## src/rtl/sdf_pkg.sv

```systemverilog
// rtl/sdf_pkg.sv - shared state encoding and width helper for the R2SDF stage sequencer
package sdf_pkg;

  localparam logic [1:0] ST_IDLE  = 2'd0;
  localparam logic [1:0] ST_FILL  = 2'd1;
  localparam logic [1:0] ST_BFLY  = 2'd2;
  localparam logic [1:0] ST_FLUSH = 2'd3;

  function automatic int clog2(input int value);
    int r;
    r = 0;
    for (int i = 0; i < 31; i++) begin
      if ((1 << i) < value) r = i + 1;
    end
    return r;
  endfunction

endpackage

```

## src/rtl/sdf_tw_gen.sv

```systemverilog
// rtl/sdf_tw_gen.sv - registered twiddle ROM address generator, updated once per stage step
module sdf_tw_gen import sdf_pkg::*; #(
  parameter int LOG2D     = 5,
  parameter int TW_STRIDE = 1,
  parameter int TW_AW     = 5
) (
  input  logic             clk,
  input  logic             areset,
  input  logic             step_i,
  input  logic [LOG2D:0]   cnt_i,
  output logic [TW_AW-1:0] tw_addr_o
);

  logic [TW_AW-1:0] tw_addr_q;
  logic [TW_AW-1:0] tw_addr_d;
  logic [LOG2D-1:0] cnt_lo;
  logic             phase;

  // In the butterfly half the low counter bits are exactly cnt - D.
  assign cnt_lo = cnt_i[LOG2D-1:0];
  assign phase  = cnt_i[LOG2D];

  always_comb begin
    tw_addr_d = '0;
    if (phase) tw_addr_d = TW_AW'(32'(cnt_lo) * TW_STRIDE);
  end

  always_ff @(posedge clk) begin
    if (areset) begin
      tw_addr_q <= '0;
    end else if (step_i) begin
      tw_addr_q <= tw_addr_d;
    end
  end

  assign tw_addr_o = tw_addr_q;

endmodule

```

## src/rtl/sdf_stage_ctrl.sv

```systemverilog
// rtl/sdf_stage_ctrl.sv - R2SDF FFT stage sequencer: delay FIFO enables, butterfly select, flush
// Optional sticky protocol/FIFO error output enabled by defining SDF_ERR_CHECK_EN.
module sdf_stage_ctrl import sdf_pkg::*; #(
  parameter int DEPTH     = 32,
  parameter int TW_STRIDE = 1,
  parameter int TW_AW     = 5
) (
  input  logic             clk,
  input  logic             areset,
  input  logic             in_valid,
  input  logic             in_last,
  input  logic             fifo_full,
  input  logic             fifo_empty,
  output logic             en_wr,
  output logic             en_rd,
  output logic             bf_sel,
  output logic             zero_in,
  output logic [TW_AW-1:0] tw_addr,
  output logic             out_valid,
  output logic             busy
`ifdef SDF_ERR_CHECK_EN
  ,
  output logic             err
`endif
);

  localparam int LOG2D = clog2(DEPTH);
  localparam int CW    = LOG2D + 1;
  localparam logic [CW-1:0] CNT_HALF = CW'(DEPTH - 1);
  localparam logic [CW-1:0] CNT_LAST = CW'(2 * DEPTH - 1);

  logic [1:0]    state_q, state_d;
  logic [CW-1:0] cnt_q, cnt_d;
  logic          first_q, first_d;
  logic          out_valid_q;
  logic          in_v;
  logic          step;
  logic          last_ok;

  // Reset blocks all FIFO activity in the cycle it is asserted.
  assign in_v    = in_valid && !areset;
  assign step    = !areset && (in_valid || (state_q == ST_FLUSH));
  assign last_ok = in_v && in_last && (state_q == ST_BFLY) && (cnt_q == CNT_LAST);

  always_ff @(posedge clk) begin
    if (areset) begin
      state_q     <= ST_IDLE;
      cnt_q       <= '0;
      first_q     <= 1'b0;
      out_valid_q <= 1'b0;
    end else begin
      state_q     <= state_d;
      cnt_q       <= cnt_d;
      first_q     <= first_d;
      out_valid_q <= en_rd;
    end
  end

  always_comb begin
    state_d = state_q;
    cnt_d   = cnt_q;
    first_d = first_q;
    if (step) begin
      case (state_q)
        ST_IDLE: begin
          state_d = ST_FILL;
          cnt_d   = CW'(1);
          first_d = 1'b1;
        end
        ST_FILL: begin
          cnt_d = cnt_q + CW'(1);
          if (cnt_q == CNT_HALF) state_d = ST_BFLY;
        end
        ST_BFLY: begin
          if (last_ok) begin
            state_d = ST_FLUSH;
            cnt_d   = '0;
          end else begin
            cnt_d = cnt_q + CW'(1);
            if (cnt_q == CNT_LAST) begin
              state_d = ST_FILL;
              first_d = 1'b0;
            end
          end
        end
        default: begin
          cnt_d = cnt_q + CW'(1);
          if (cnt_q == CNT_HALF) begin
            state_d = ST_IDLE;
            cnt_d   = '0;
          end
        end
      endcase
    end
  end

  // The FIFO is empty during the first frame, so its head is only read once a frame has been stored.
  always_comb begin
    en_wr   = 1'b0;
    en_rd   = 1'b0;
    bf_sel  = 1'b0;
    zero_in = 1'b0;
    case (state_q)
      ST_IDLE: en_wr = in_v;
      ST_FILL: begin
        en_wr = in_v;
        en_rd = in_v && !first_q;
      end
      ST_BFLY: begin
        en_wr  = in_v;
        en_rd  = in_v;
        bf_sel = 1'b1;
      end
      default: begin
        en_rd   = !areset;
        zero_in = 1'b1;
      end
    endcase
  end

  sdf_tw_gen #(
    .LOG2D     (LOG2D),
    .TW_STRIDE (TW_STRIDE),
    .TW_AW     (TW_AW)
  ) u_tw_gen (
    .clk       (clk),
    .areset    (areset),
    .step_i    (step),
    .cnt_i     (cnt_q),
    .tw_addr_o (tw_addr)
  );

  assign out_valid = out_valid_q;
  assign busy      = (state_q != ST_IDLE);

`ifdef SDF_ERR_CHECK_EN
  logic err_q;
  logic misplaced_last;

  assign misplaced_last = in_v && in_last && (state_q != ST_FLUSH) && !last_ok;

  always_ff @(posedge clk) begin
    if (areset) begin
      err_q <= 1'b0;
    end else if ((en_wr && fifo_full && !en_rd) || (en_rd && fifo_empty) || misplaced_last) begin
      err_q <= 1'b1;
    end
  end

  assign err = err_q;
`else
  logic unused_fifo_flags;
  assign unused_fifo_flags = fifo_full ^ fifo_empty;
`endif

endmodule

```

## config.mk

```make
export PLATFORM = sky130hd
export DESIGN_NAME = sdf_stage_ctrl
export DESIGN_NICKNAME = d
export VERILOG_FILES = /design/src/rtl/sdf_pkg.sv /design/src/rtl/sdf_tw_gen.sv /design/src/rtl/sdf_stage_ctrl.sv
export SDC_FILE = /design/constraint.sdc
export NUM_CORES = 1
export LEC_CHECK = 0
export BUFFER_PORTS_ARGS = -buffer_cell sky130_fd_sc_hd__buf_2
export CAP_MARGIN = 20
export CORE_MARGIN = 4
export CORE_UTILIZATION = 49
export DETAILED_ROUTE_END_ITERATION = 10
export PLACE_DENSITY = 0.73
export SKIP_LAST_GASP = 1
export SLEW_MARGIN = 15
export SYNTH_ARGS = -nofsm -noshare
export SYNTH_HDL_FRONTEND = slang
export SYNTH_SLANG_ARGS = --single-unit
```

## constraint.sdc

```tcl
create_clock -name clk -period 4.1 [get_ports clk]
set_clock_uncertainty 0.05 [all_clocks]
set_input_delay 0.41 -clock clk [delete_from_list [all_inputs] [get_ports clk]]
set_output_delay 0.41 -clock clk [all_outputs]
set_load 0.005 [all_outputs]
```

Yosys cells after proc, flatten, opt, wreduce, memory -nomap -nowiden
Index checks and enable logic that the tools add are counted.

operators by class
  $add $sub $neg = 1
  $mul = 0
  divide/modulo/power cells = 0
  magnitude comparators = 0
  eq/ne operators = 9
  shift operators = 0
  mux-type cells = 16
  bitwise gates (word level) = 0
  reduce and logical (&&, ||, !) cells = 16

operator list
  cell                                                             number
  6-bit case mux with 3 select lines                               1
  6-bit 2-to-1 mux                                                 2
  2-bit 2-to-1 mux                                                 4
  4-bit AND reduction                                              2
  6-bit by 1-bit adder with 6-bit output, second input constant    1
  6-bit by 5-bit == test with 1-bit output, second input constant  1
  6-bit == test, second input constant                             1
  1-bit logical AND                                                6
  2-bit case mux with 3 select lines                               1
  1-bit 2-to-1 mux                                                 5
  5-bit 2-to-1 mux                                                 1
  2-bit == test, second input constant                             2
  2-bit != test, second input constant                             2
  2-bit nonzero test                                               2
  3-bit by 2-bit != test with 1-bit output, second input constant  1
  1-bit case mux with 3 select lines                               1
  3-bit nonzero test                                               1
  3-bit OR reduction                                               1
  2-bit by 1-bit == test with 1-bit output, second input constant  1
  1-bit logical NOT                                                2
  2-bit logical NOT                                                1
  2-bit by 1-bit != test with 1-bit output, second input constant  1
  1-bit case mux with 2 select lines                               1
  1-bit logical OR                                                 1

word-level totals
  flip-flop bits (word level) = 15
  latch bits = 0
  memory bits (writable) = 0
  memory bits (read-only) = 0
  input bits = 6
  memories kept = 0

Longest topological paths before layout
  depth after elaboration = 7
  depth in mapped cells = 6
  gate-level depth less buffers = 5

Cells and area by module
From an unflattened synthesis, not the netlist that was laid out.

second synthesis, totals
  cells, all modules = 97
  area total of the unflattened synthesis = 844.6 um^2

modules (own cells, without submodules)
  module          times used  cells each  area each (um^2)
  sdf_stage_ctrl  1           76          651.9
  sdf_tw_gen      1           21          192.7

Least setup slack after synthesis
Ideal clock, no wire load.

  path type = input -> register
  from = input areset
  to = register cnt_q[0]
  arrival time = 1,599 ps
  data required time = 3,925 ps
  slack = 2,326 ps
  stages on the path = 6
  buffers on the path = 2
  cells stage by stage = buf_6 nand3b_4 or4b_1 buf_2 a311oi_2 a211oi_1

between the ends
  cells in the longest elaborated chain, start to end = 7
  elaborated cells between the ends (all ways) = 8
  those cells by class = mux: 2; reduce/logical: 6

RTL lines
  element                             line                                        RTL
  start: declaration                  sdf_stage_ctrl.sv:9                         input logic areset,
  1-bit logical NOT                   sdf_stage_ctrl.sv:41, sdf_stage_ctrl.sv:42
  1-bit logical AND                   sdf_stage_ctrl.sv:41                        assign in_v = in_valid && !areset;
  1-bit logical AND (3 in series)     sdf_stage_ctrl.sv:43                        assign last_ok = in_v && in_last && (state_q == ST_BFLY) && (cnt_q == CNT_LAST);
  6-bit 2-to-1 mux                    sdf_stage_ctrl.sv:75                        if (last_ok) begin
  6-bit case mux with 3 select lines  sdf_stage_ctrl.sv:64                        case (state_q)
  end signal: assignment              sdf_stage_ctrl.sv:53                        cnt_q <= cnt_d;
  end: declaration                    sdf_stage_ctrl.sv:33                        logic [CW-1:0] cnt_q, cnt_d;

Parallel ways exist; a longest one is shown, timed or not.
A chain may end at the register's enable or synchronous reset.

Final worst setup path
  from = register cnt_q[0]
  to = register cnt_q[0]

between the ends
  cells in the longest elaborated chain, start to end = 4
  elaborated cells between the ends (all ways) = 7
  those cells by class = add/sub: 1; eq/ne: 2; mux: 3; reduce/logical: 1

RTL lines
  element                                                                                         line
  parallel branches: the longest is 3 deep, another holds 6-bit by 1-bit adder with 6-bit output  --
  6-bit case mux with 3 select lines *                                                            sdf_stage_ctrl.sv:64

Mark *: on every way between the ends.

==> run_results.csv <==
group,metric,value,unit
run_status,status,"finished, final reports clean",
timing,finalMaxSlewViolations,0,
global_routing,grt_max_degree,20,
timing,period_needed,2.024,ns
yosys,syn_inst,104,
global_routing,grt_usage,15.40,%
min_path,min_from,"u_tw_gen.tw_addr_o[2]$_SDFFE_PP0N_",
yosys,synthTopCellsByArea,"dfxtp_1, a21oi_1, nand3_1",
yosys,yosysUniqueCellTypes,34,
worst_setup_path,cp-endpoint,"cnt_q[0]$_SDFFE_PP0N_",
timing,rsz0062_at_grt,"no",
timing,fin_tns_setup,0,ns
worst_setup_path,crit_required,4.22,ns
pwr,powerDensity,292.0,mW/mm^2
route,vias,751,
clock_tree,clk_pin_slew,0.09,ns
floorplan,ios,17,
worst_setup_path,cp-end-kind,"flop",
pwr,pwr-share-seq,58.9,%
min_path,hp-class,"flop to flop",
pwr,pwr-share-comb,8.9,%
yosys,ys_seq_area_share,36.14,%
clock_tree,cts_tree,"built",
worst_setup_path,worstPathArrival,2.14,ns
finish,fin_area,880.8,um^2
worst_setup_path,start_kind,"flop",
floorplan,core,0.001559,mm^2
worst_setup_path,rr_worst_depth,5,
worst_setup_path,worstPathMaxFanout,7,
placed_design,detailed_place.area,853.3,um^2
yosys,yosys.area.top_type,"dfxtp_1",
yosys,synth_nets,111,
route,drtIter0Drc,9,
pwr,switching_share,25.06,%
timing,fin_crit_sh,49.38,%
timing,holdWs,0.4001,ns
timing,final_hold_viol_count,0,
clock_tree,cts_setup_buffers,0,
timing,worst_pin_slew,0.5173,ns
pwr,switchingPower,0.06445,mW
pwr,power_leakage,0.3356,nW
clock_tree,holdBufCountCts,0,
finish,post-route-util,56.50,%
finish,layout_common_cells,"dfxtp_1, buf_2, nand2_1, a21oi_1, nand3_1",
global_routing,grt-ovfl-total,0,
route,drtPass1Iterations,4,
floorplan,rows,14,
clock_tree,h-tree-depth,1,
timing,max_freq,494.0,MHz
pwr,irDropWorstVdd,0.1581,mV
floorplan,die_x,49.18,um
worst_setup_path,crit_type,"flop to flop",
pwr,totalPowerFinal,0.2572,mW
placed_design,place_hpwl,1156,um
clock_tree,cts.sinks,15,
finish,fill_cells,162,
yosys,syn_avg_cell_area,7.988,um^2
floorplan,die_area,0.002418,mm^2
yosys,synth_top_area_share,36.14,%
pwr,power_frac_clock,32.2,%
finish,syn_to_final_growth,6.024,%
finish,multi_input_area,447.9,um^2
clock_tree,cts_buffers,3,
clock_tree,clk_latency,0.29,ns
worst_setup_path,rrSetupSlack,2.08,ns
worst_setup_path,r2r_start,"cnt_q[0]$_SDFFE_PP0N_",
finish,antenna_cells,0,
finish,layout.nets,120,
placed_design,port_buffers,14,
route,drc,0,
finish,mostFrequentLayoutCell,"dfxtp_1",
yosys,ys_seq_elements,15,
global_routing,grt_pass1_wl,2960,um
worst_setup_path,critPathLaunch,"cnt_q[0]$_SDFFE_PP0N_",
floorplan,start_util,53.29,%
route,routed_wl,1608,um
route,wl_per_cell,12.56,um
yosys,syn_area,830.8,um^2
clock_tree,ctsLongestPathBuffers,2,
pwr,p_int,0.1928,mW
finish,seq_area,300.3,um^2
clock_tree,cts_root_buf,"clkbuf_4",
placed_design,gp_congestion,0.7566,
route,via_per_inst,5.867,
timing,finalSetupViolCount,0,
timing,slew_headroom,65.38,%
worst_setup_path,reg2reg_to,"cnt_q[0]$_SDFFE_PP0N_",
finish,drive_gt1_share,20.54,%
global_routing,antenna_found_initial,0,
route,ant_nets,0,
global_routing,grt_pass1_vias,684,
run,drv_cap,0,
floorplan,dieHeight,49.18,um
yosys,yosys_warnings,0,
clock_tree,cts_resized,0,
-- sequential cells by signal, indices dropped and copies added (netlist names) --
register            flops
u_tw_gen.tw_addr_o      5
state_q                 2
out_valid               1
first_q                 1
cnt_q                   6
-- worst min path at each step --
| stage | to | cells after the start |
|---|---|---|
| after CTS | u_tw_gen.tw_addr_o[2]$_SDFFE_PP0N_ | 2 |
| after global placement | u_tw_gen.tw_addr_o[0]$_SDFFE_PP0N_ | 2 |
| after detailed placement | u_tw_gen.tw_addr_o[2]$_SDFFE_PP0N_ | 2 |
| after floorplan | u_tw_gen.tw_addr_o[0]$_SDFFE_PP0N_ | 2 |
| final | u_tw_gen.tw_addr_o[2]$_SDFFE_PP0N_ | 2 |
| after global routing | u_tw_gen.tw_addr_o[2]$_SDFFE_PP0N_ | 2 |
-- power groups by stage --
stage	sequential, mW	combinational, mW	clock [mW]
4_1_cts	0.151	0.0229	0.0877
2_1_floorplan	0.153	0.0208	0
3_3_place_gp	0.155	0.0224	0
5_1_grt	0.152	0.0260	0.0969
3_5_place_dp	0.155	0.0228	0
6_report	0.152	0.0228	0.0829
-- synthesized netlist by cell type (all sizes together) --
cell type  number
or4             1
o21ai           3
a21oi          13
nand3b          2
or4b            1
and3            1
o311ai          1
nor3b           1
and2            1
o22ai           1
nor3            3
nor2            4
nand2          13
inv             4
ha              1
a211oi          3
nor2b           3
a31oi           1
or2             2
and3b           1
clkbuf          3
a311oi          1
dfxtp          15
buf             7
nand3          10
a22oi           1
and4            1
nand4           6
-- critical path: stages (launching register included) --
cell and delay (ns):
dfxtp_1 0.40, ha_1 0.27, nand4_1 0.17, or4b_1 0.65, a311oi_2 0.29, a211oi_1 0.08
-- logic make-up (layout without fill, tap and decap cells) --
logic type	Yosys count	count (layout)	synth area share [%]
simple gates	50	50	33.74
compound gates	24	24	18.67
flops	15	15	36.14
buf+inv	14	22	9.939
fa+ha+maj	1	1	1.506
-- routing by layer --
metal  part of all wire (%)  global-route usage [%]  vias up  wire, um
met2                     46                   23.21       16       733
met3                    5.2                   5.810        2        84
met5                      0                       0        -         0
li1                       -                       -      389         -
met1                     48                   19.55      344       779
met4                   0.62                   6.161        0        10
-- per-stage QoR --
stage	cells	worst slack (ns)
floorplan	104	2.326
global placement	124	2.089
detailed placement	124	2.072
CTS	128	2.123
global route	128	1.946
finish	128	2.076
-- final cells by class --
type	instances	area share, %
Clock buffer	3	2.557
Clock inverter	1	0.5682
Inverter	4	1.705
Multi-Input combinational cell	75	50.85
Sequential cell	15	34.09
Tap cell	16	2.273
Timing Repair Buffer	14	7.955
No activity file was read; power rests on OpenSTA's default activity.
